$ cat config.mk
export PLATFORM = sky130hd
export DESIGN_NAME = tlc_actuated_scheduler
export DESIGN_NICKNAME = d
export VERILOG_FILES = /design/src/rtl/tlc_pkg.sv /design/src/rtl/tlc_tick_timer.sv /design/src/rtl/tlc_actuated_scheduler.sv
export SDC_FILE = /design/constraint.sdc
export NUM_CORES = 1
export LEC_CHECK = 0
export CAP_MARGIN = 20
export CORE_AREA = 2 2 48 50
export CTS_CLUSTER_SIZE = 20
export DETAILED_ROUTE_END_ITERATION = 6
export DIE_AREA = 0 0 50 52
export GPL_ROUTABILITY_DRIVEN = 1
export GPL_TIMING_DRIVEN = 0
export PLACE_DENSITY = 0.88
export SLEW_MARGIN = 20
export SYNTH_ARGS = -nofsm -noshare
export SYNTH_HDL_FRONTEND = slang
export SYNTH_SLANG_ARGS = --single-unit
export TNS_END_PERCENT = 50
$ cat constraint.sdc
create_clock -name clk -period 5.5 [get_ports clk]
set_clock_uncertainty 0.15 [all_clocks]
set_input_delay 1.375 -clock clk [delete_from_list [all_inputs] [get_ports clk]]
set_output_delay 1.375 -clock clk [all_outputs]
set_load 0.005 [all_outputs]
$ cat src/rtl/tlc_pkg.sv
// Shared definitions for the actuated traffic-light scheduler.
// Holds the phase encoding (the values driven on the phase output) and
// the lamp pattern for each phase, so the lamp driver and any checker
// agree on one mapping.
package tlc_pkg;

    // Phase encoding; value 7 is never entered and recovers to MAIN_G.
    typedef enum logic [2:0] {
        ST_MAIN_G = 3'd0,
        ST_MAIN_Y = 3'd1,
        ST_AR_M2S = 3'd2,
        ST_SIDE_G = 3'd3,
        ST_SIDE_Y = 3'd4,
        ST_AR_S2M = 3'd5,
        ST_PED    = 3'd6,
        ST_BAD    = 3'd7
    } tlc_state_e;

    // Lamp vector, one bit per physical output.
    typedef struct packed {
        logic main_g;
        logic main_y;
        logic main_r;
        logic side_g;
        logic side_y;
        logic side_r;
        logic ped_walk;
    } tlc_lamps_t;

    //                                          mg my mr sg sy sr pw
    localparam tlc_lamps_t LAMPS_MAIN_G  = 7'b1__0__0__0__0__1__0;
    localparam tlc_lamps_t LAMPS_MAIN_Y  = 7'b0__1__0__0__0__1__0;
    localparam tlc_lamps_t LAMPS_SIDE_G  = 7'b0__0__1__1__0__0__0;
    localparam tlc_lamps_t LAMPS_SIDE_Y  = 7'b0__0__1__0__1__0__0;
    localparam tlc_lamps_t LAMPS_ALL_RED = 7'b0__0__1__0__0__1__0;
    localparam tlc_lamps_t LAMPS_PED     = 7'b0__0__1__0__0__1__1;

    // Lamp pattern for a phase; an illegal phase shows all-red.
    function automatic tlc_lamps_t lamps_for(input tlc_state_e st);
        tlc_lamps_t l;
        case (st)
            ST_MAIN_G: l = LAMPS_MAIN_G;
            ST_MAIN_Y: l = LAMPS_MAIN_Y;
            ST_AR_M2S: l = LAMPS_ALL_RED;
            ST_SIDE_G: l = LAMPS_SIDE_G;
            ST_SIDE_Y: l = LAMPS_SIDE_Y;
            ST_AR_S2M: l = LAMPS_ALL_RED;
            ST_PED:    l = LAMPS_PED;
            default:   l = LAMPS_ALL_RED;
        endcase
        return l;
    endfunction

endpackage

$ cat src/rtl/tlc_tick_timer.sv
// Saturating phase timer counted in timebase ticks.
// Ports:
//   clk, rst  - clock, synchronous active-high reset
//   clear     - zero the count (phase change); wins over tick
//   tick      - advance the count by one, saturating at all-ones
//   elapsed   - count+1, one bit wider so it never wraps; this is the
//               number of ticks the phase will have lasted if the
//               current tick is counted
module tlc_tick_timer #(
    parameter int CNT_W = 6
) (
    input  logic             clk,
    input  logic             rst,
    input  logic             clear,
    input  logic             tick,
    output logic [CNT_W:0]   elapsed
);

    localparam logic [CNT_W-1:0] CNT_MAX = {CNT_W{1'b1}};

    logic [CNT_W-1:0] count_r;

    // Tick counter with clear priority and saturation.
    always_ff @(posedge clk) begin
        if (rst) begin
            count_r <= {CNT_W{1'b0}};
        end else if (clear) begin
            count_r <= {CNT_W{1'b0}};
        end else if (tick && (count_r != CNT_MAX)) begin
            count_r <= count_r + {{(CNT_W-1){1'b0}}, 1'b1};
        end else begin
            count_r <= count_r;
        end
    end

    assign elapsed = {1'b0, count_r} + {{CNT_W{1'b0}}, 1'b1};

endmodule

$ cat src/rtl/tlc_actuated_scheduler.sv
// Demand-actuated phase scheduler for a main/side intersection with a
// pedestrian crossing. Main green is the rest phase; side road and
// pedestrians are served on demand. All durations are in ticks.
// Ports:
//   clk, rst              - clock, synchronous active-high reset
//   tick                  - one-cycle timebase strobe
//   main_sensor           - main-road presence (status only)
//   side_sensor           - side-road presence
//   ped_req               - pedestrian button
//   main_g/y/r, side_g/y/r, ped_walk - registered lamp drives
//   ped_pending           - latched pedestrian request
//   phase                 - current phase encoding
module tlc_actuated_scheduler
    import tlc_pkg::*;
#(
    parameter int MIN_GREEN = 8,
    parameter int MAX_GREEN = 30,
    parameter int YELLOW_T  = 4,
    parameter int ALL_RED_T = 2,
    parameter int PED_T     = 6,
    parameter int CNT_W     = 6
) (
    input  logic       clk,
    input  logic       rst,
    input  logic       tick,
    input  logic       main_sensor,
    input  logic       side_sensor,
    input  logic       ped_req,
    output logic       main_g,
    output logic       main_y,
    output logic       main_r,
    output logic       side_g,
    output logic       side_y,
    output logic       side_r,
    output logic       ped_walk,
    output logic       ped_pending,
    output logic [2:0] phase
);

    localparam logic [CNT_W:0] MIN_GREEN_C = (CNT_W+1)'(MIN_GREEN);
    localparam logic [CNT_W:0] MAX_GREEN_C = (CNT_W+1)'(MAX_GREEN);
    localparam logic [CNT_W:0] YELLOW_C    = (CNT_W+1)'(YELLOW_T);
    localparam logic [CNT_W:0] ALL_RED_C   = (CNT_W+1)'(ALL_RED_T);
    localparam logic [CNT_W:0] PED_C       = (CNT_W+1)'(PED_T);

    tlc_state_e     state_r;
    tlc_state_e     next_state_s;
    tlc_lamps_t     lamps_r;
    logic           ped_pending_r;
    logic           state_change_s;
    logic           ped_entry_s;
    logic [CNT_W:0] elapsed_s;

    // main_sensor is reported upstream for status but never steers phases.
    logic main_sensor_unused_s;
    assign main_sensor_unused_s = main_sensor;

    assign state_change_s = (next_state_s != state_r);
    assign ped_entry_s    = (next_state_s == ST_PED) && (state_r != ST_PED);

    tlc_tick_timer #(
        .CNT_W (CNT_W)
    ) u_timer (
        .clk     (clk),
        .rst     (rst),
        .clear   (state_change_s),
        .tick    (tick),
        .elapsed (elapsed_s)
    );

    // Next-phase decision; only tick cycles can move the phase, except
    // that an illegal encoding falls back to main green immediately.
    always_comb begin
        next_state_s = state_r;
        case (state_r)
            ST_MAIN_G: begin
                if (tick && (elapsed_s >= MIN_GREEN_C) && (side_sensor || ped_pending_r))
                    next_state_s = ST_MAIN_Y;
                else
                    next_state_s = ST_MAIN_G;
            end
            ST_MAIN_Y: begin
                if (tick && (elapsed_s == YELLOW_C))
                    next_state_s = ST_AR_M2S;
                else
                    next_state_s = ST_MAIN_Y;
            end
            ST_AR_M2S: begin
                if (tick && (elapsed_s == ALL_RED_C))
                    next_state_s = ped_pending_r ? ST_PED : ST_SIDE_G;
                else
                    next_state_s = ST_AR_M2S;
            end
            ST_SIDE_G: begin
                // Gap-out when the side road empties, max-out regardless.
                if (tick && (elapsed_s >= MIN_GREEN_C) &&
                    (!side_sensor || (elapsed_s >= MAX_GREEN_C)))
                    next_state_s = ST_SIDE_Y;
                else
                    next_state_s = ST_SIDE_G;
            end
            ST_SIDE_Y: begin
                if (tick && (elapsed_s == YELLOW_C))
                    next_state_s = ST_AR_S2M;
                else
                    next_state_s = ST_SIDE_Y;
            end
            ST_AR_S2M: begin
                if (tick && (elapsed_s == ALL_RED_C))
                    next_state_s = ped_pending_r ? ST_PED : ST_MAIN_G;
                else
                    next_state_s = ST_AR_S2M;
            end
            ST_PED: begin
                if (tick && (elapsed_s == PED_C))
                    next_state_s = side_sensor ? ST_SIDE_G : ST_MAIN_G;
                else
                    next_state_s = ST_PED;
            end
            default: begin
                next_state_s = ST_MAIN_G;
            end
        endcase
    end

    // Phase register and lamp register, updated on the same edge so the
    // lamps never lag the phase.
    always_ff @(posedge clk) begin
        if (rst) begin
            state_r <= ST_MAIN_G;
            lamps_r <= LAMPS_MAIN_G;
        end else begin
            state_r <= next_state_s;
            lamps_r <= lamps_for(next_state_s);
        end
    end

    // Pedestrian request latch; the clear on PED entry beats a new press.
    always_ff @(posedge clk) begin
        if (rst) begin
            ped_pending_r <= 1'b0;
        end else if (ped_entry_s) begin
            ped_pending_r <= 1'b0;
        end else if (ped_req && (state_r != ST_PED)) begin
            ped_pending_r <= 1'b1;
        end else begin
            ped_pending_r <= ped_pending_r;
        end
    end

    assign main_g      = lamps_r.main_g;
    assign main_y      = lamps_r.main_y;
    assign main_r      = lamps_r.main_r;
    assign side_g      = lamps_r.side_g;
    assign side_y      = lamps_r.side_y;
    assign side_r      = lamps_r.side_r;
    assign ped_walk    = lamps_r.ped_walk;
    assign ped_pending = ped_pending_r;
    assign phase       = state_r;

endmodule

==> results.sh <==
export IMPL_slew_violations=0
export IMPL_worstPathRequired_ns=5.57
export IMPL_net_switching_power_mw=0.05572
export IMPL_grt_pass1_wl_mm=4.588
export IMPL_instances_no_fill=188
export IMPL_power_mw=0.2191
export IMPL_area_growth_pct=18.52
export IMPL_post_route_drc_count=0
export IMPL_start_kind="input pin"
export IMPL_fmax_mhz=276.7
export IMPL_vias_per_cell=6.053
export IMPL_drt_wl_total_mm=2.738
export IMPL_clk_latency_ns=0.30
export IMPL_hold_path_depth=2
export IMPL_cp_arrival_ns=3.68
export IMPL_drive_gt1_frac=0.1250
export IMPL_path_class="input pin to flip-flop"
export IMPL_fin_nets=170
export IMPL_end_kind="flip-flop"
export IMPL_grt_max_degree=11
export IMPL_dieArea_um2=2600
export IMPL_cts_root_buf="clkbuf_4"
export IMPL_clkSinkCount=17
export IMPL_io_buffers=15
export IMPL_pwr_share_comb=0.109
export IMPL_switching_share=0.2543
export IMPL_place_area_um2=1334
export IMPL_hold_path_class="flip-flop to flip-flop"
export IMPL_numCtsBuffers=3
export IMPL_cts_tree="built"
export IMPL_synth_edf_count=0
export IMPL_pre_cts_slack_ns=1.647
export IMPL_slew_headroom=0.6766
export IMPL_power_frac_clock=0.298
export IMPL_power_frac_seq=0.594
export IMPL_vias=1138
export IMPL_clk_path_buf_depth=2
export IMPL_cts_setup_buffers=0
export IMPL_hold_violations=0
export IMPL_grt_antenna_before_repair=0
export IMPL_rsz0062_at_grt="no"
export IMPL_r2r_cells=9
export IMPL_fp_dieH_um=52
export IMPL_max_cap_viol_count=0
export IMPL_grt_overflow=0
export IMPL_die_width_um=50
export IMPL_tightest_slew_ns=0.4825
export IMPL_synth_cell_type_count=47
export IMPL_wl_per_cell_um=14.56
export IMPL_async_flop_share=0
export IMPL_peakVddDrop_uv=167.1
export IMPL_diodes=0
export IMPL_critPathMaxFanout=5
export IMPL_syn_nets=150
export IMPL_dp_hpwl_mm=2.043
export IMPL_place_congestion=0.8468
export IMPL_fp_row_count=17
export IMPL_syn_avg_cell_area_um2=8.146
export IMPL_ys_warn_count=0
export IMPL_post_route_period_util=0.6571
export IMPL_holdWs_ns=0.4825
export IMPL_layout_setup_ws_ns=1.886
export IMPL_ys_seq_area_frac=0.2963
export IMPL_placedCellCount=184
export IMPL_track_usage=0.2315
export IMPL_netlist_instances=141
export IMPL_leakage_nw=0.5195
export IMPL_core_area_um2=2106
export IMPL_syn_area_um2=1149
export IMPL_synth_seq_cells=17
export IMPL_fin_util=0.6465
export IMPL_setup_viol=0
export IMPL_internal_power_mw=0.1634
export IMPL_finalSetupTns_ns=0
export IMPL_cts_repair_resized=0
export IMPL_p_per_area_nw_per_um2=161.0
export IMPL_final_antenna_net_count=0
export IMPL_status="completed"
export IMPL_drtIter0Drc=23
export IMPL_hold_buffers=0
export IMPL_firstDrtPassIters=4
export IMPL_grt_pass1_vias=1009
export IMPL_cts_htree_levels=1
export IMPL_start_util=0.5455
export IMPL_path_clk_slew_ns=0.10
export IMPL_ys_flop_type="dfxtp_1"
export IMPL_postLayoutCellArea_um2=1361
export IMPL_min_period_ns=3.614
export IMPL_num_io_pins=17
-- flip-flops by register name (all words and copies together) (netlist names) --
register and cells:
ped_walk 1, phase 3, side_r 1, ped_pending 1, main_r 1, u_timer.count_r 6
side_g 1, main_y 1, main_g 1, side_y 1
-- logic make-up after synthesis --
family / synth area share
AO/OA/AOI/OAI: 0.1972
XOR/XNOR: 0.04467
adder cells (fa/ha/maj): 0.03268
buffers and inverters: 0.05229
flip-flops: 0.2963
multiplexers: 0.02832
AND/OR/NAND/NOR: 0.3486
-- worst paths after layout --
| kind | start | end | slack (ns) |
|---|---|---|---|
| max | side_sensor | ped_pending$_SDFFE_PP0P_ | 1.89 |
| min | ped_pending$_SDFFE_PP0P_ | ped_pending$_SDFFE_PP0P_ | 0.48 |
| max reg2reg | u_timer.count_r[0]$_SDFFE_PP0P_ | side_r$_SDFF_PP1_ | 2.48 |
| min reg2reg | ped_pending$_SDFFE_PP0P_ | ped_pending$_SDFFE_PP0P_ | 0.48 |
-- area by class of cell --
class	instances	area, µm²
well taps	28	35.03
clock inverters	1	5.005
multi-input cells	111	748.2
clock buffers	3	22.52
fillers	180	744.5
plain buffers	6	33.78
inverters	7	26.28
flip-flops and latches	17	340.3
repair buffers	15	150.1
-- worst max-delay path: stages --
cell and delay (ns):
clkdlybuf4s50_1 0.58, nand3b_1 0.10, or3_1 0.32, a211o_1 0.30, and4_1 0.22, nor3_2 0.35
nor2b_1 0.16, a311oi_1 0.27
-- layout by cell type (no fill, tap or decap), drive strengths merged, types with 3 or more instances in the layout --
cell,count
nor4,3
dfxtp,17
inv,7
nand2,12
clkbuf,5
nand3,7
clkdlybuf4s50,15
xnor2,4
buf,4
nand3b,5
a21oi,6
nor2,13
nor2b,5
o211ai,3
o21ai,6
ha,3
nor3,12
o31ai,3
-- per-layer routing --
metal	vias to the layer above	wire length, µm	global-route usage
met4	0	70	0.1111
li1	551	-	-
met3	9	126	0.02874
met2	36	1332	0.3838
met5	-	0	0
met1	542	1208	0.2972
-- Yosys cell counts (all sizes together), types with 2 or more instances --
cell / count / area [µm²]
dfxtp: 17 / 340.3
nor2: 13 / 48.80
nand2: 12 / 45.04
nor3: 12 / 70.07
inv: 7 / 26.28
nand3: 7 / 40.04
a21oi: 6 / 30.03
o21ai: 6 / 30.02
nand3b: 5 / 37.54
nor2b: 5 / 31.28
buf: 4 / 26.27
xnor2: 4 / 42.55
ha: 3 / 37.54
nor4: 3 / 33.78
o211ai: 3 / 22.52
o31ai: 3 / 32.53
and3: 2 / 12.51
and4: 2 / 17.52
clkbuf: 2 / 7.510
mux2: 2 / 22.52
nand4: 2 / 12.51
o211a: 2 / 20.02
or3: 2 / 12.51
-- power groups by stage --
stage / Clock (mW) / Sequential [mW] / Combinational (mW)
after CTS: 0.0663 / 0.130 / 0.0236
after detailed placement: 0 / 0.133 / 0.0234
after global routing: 0.0731 / 0.131 / 0.0261
after global placement: 0 / 0.133 / 0.0229
final: 0.0652 / 0.130 / 0.0238
after floorplan: 0 / 0.132 / 0.0147
(Power assumes the default switching activity.)
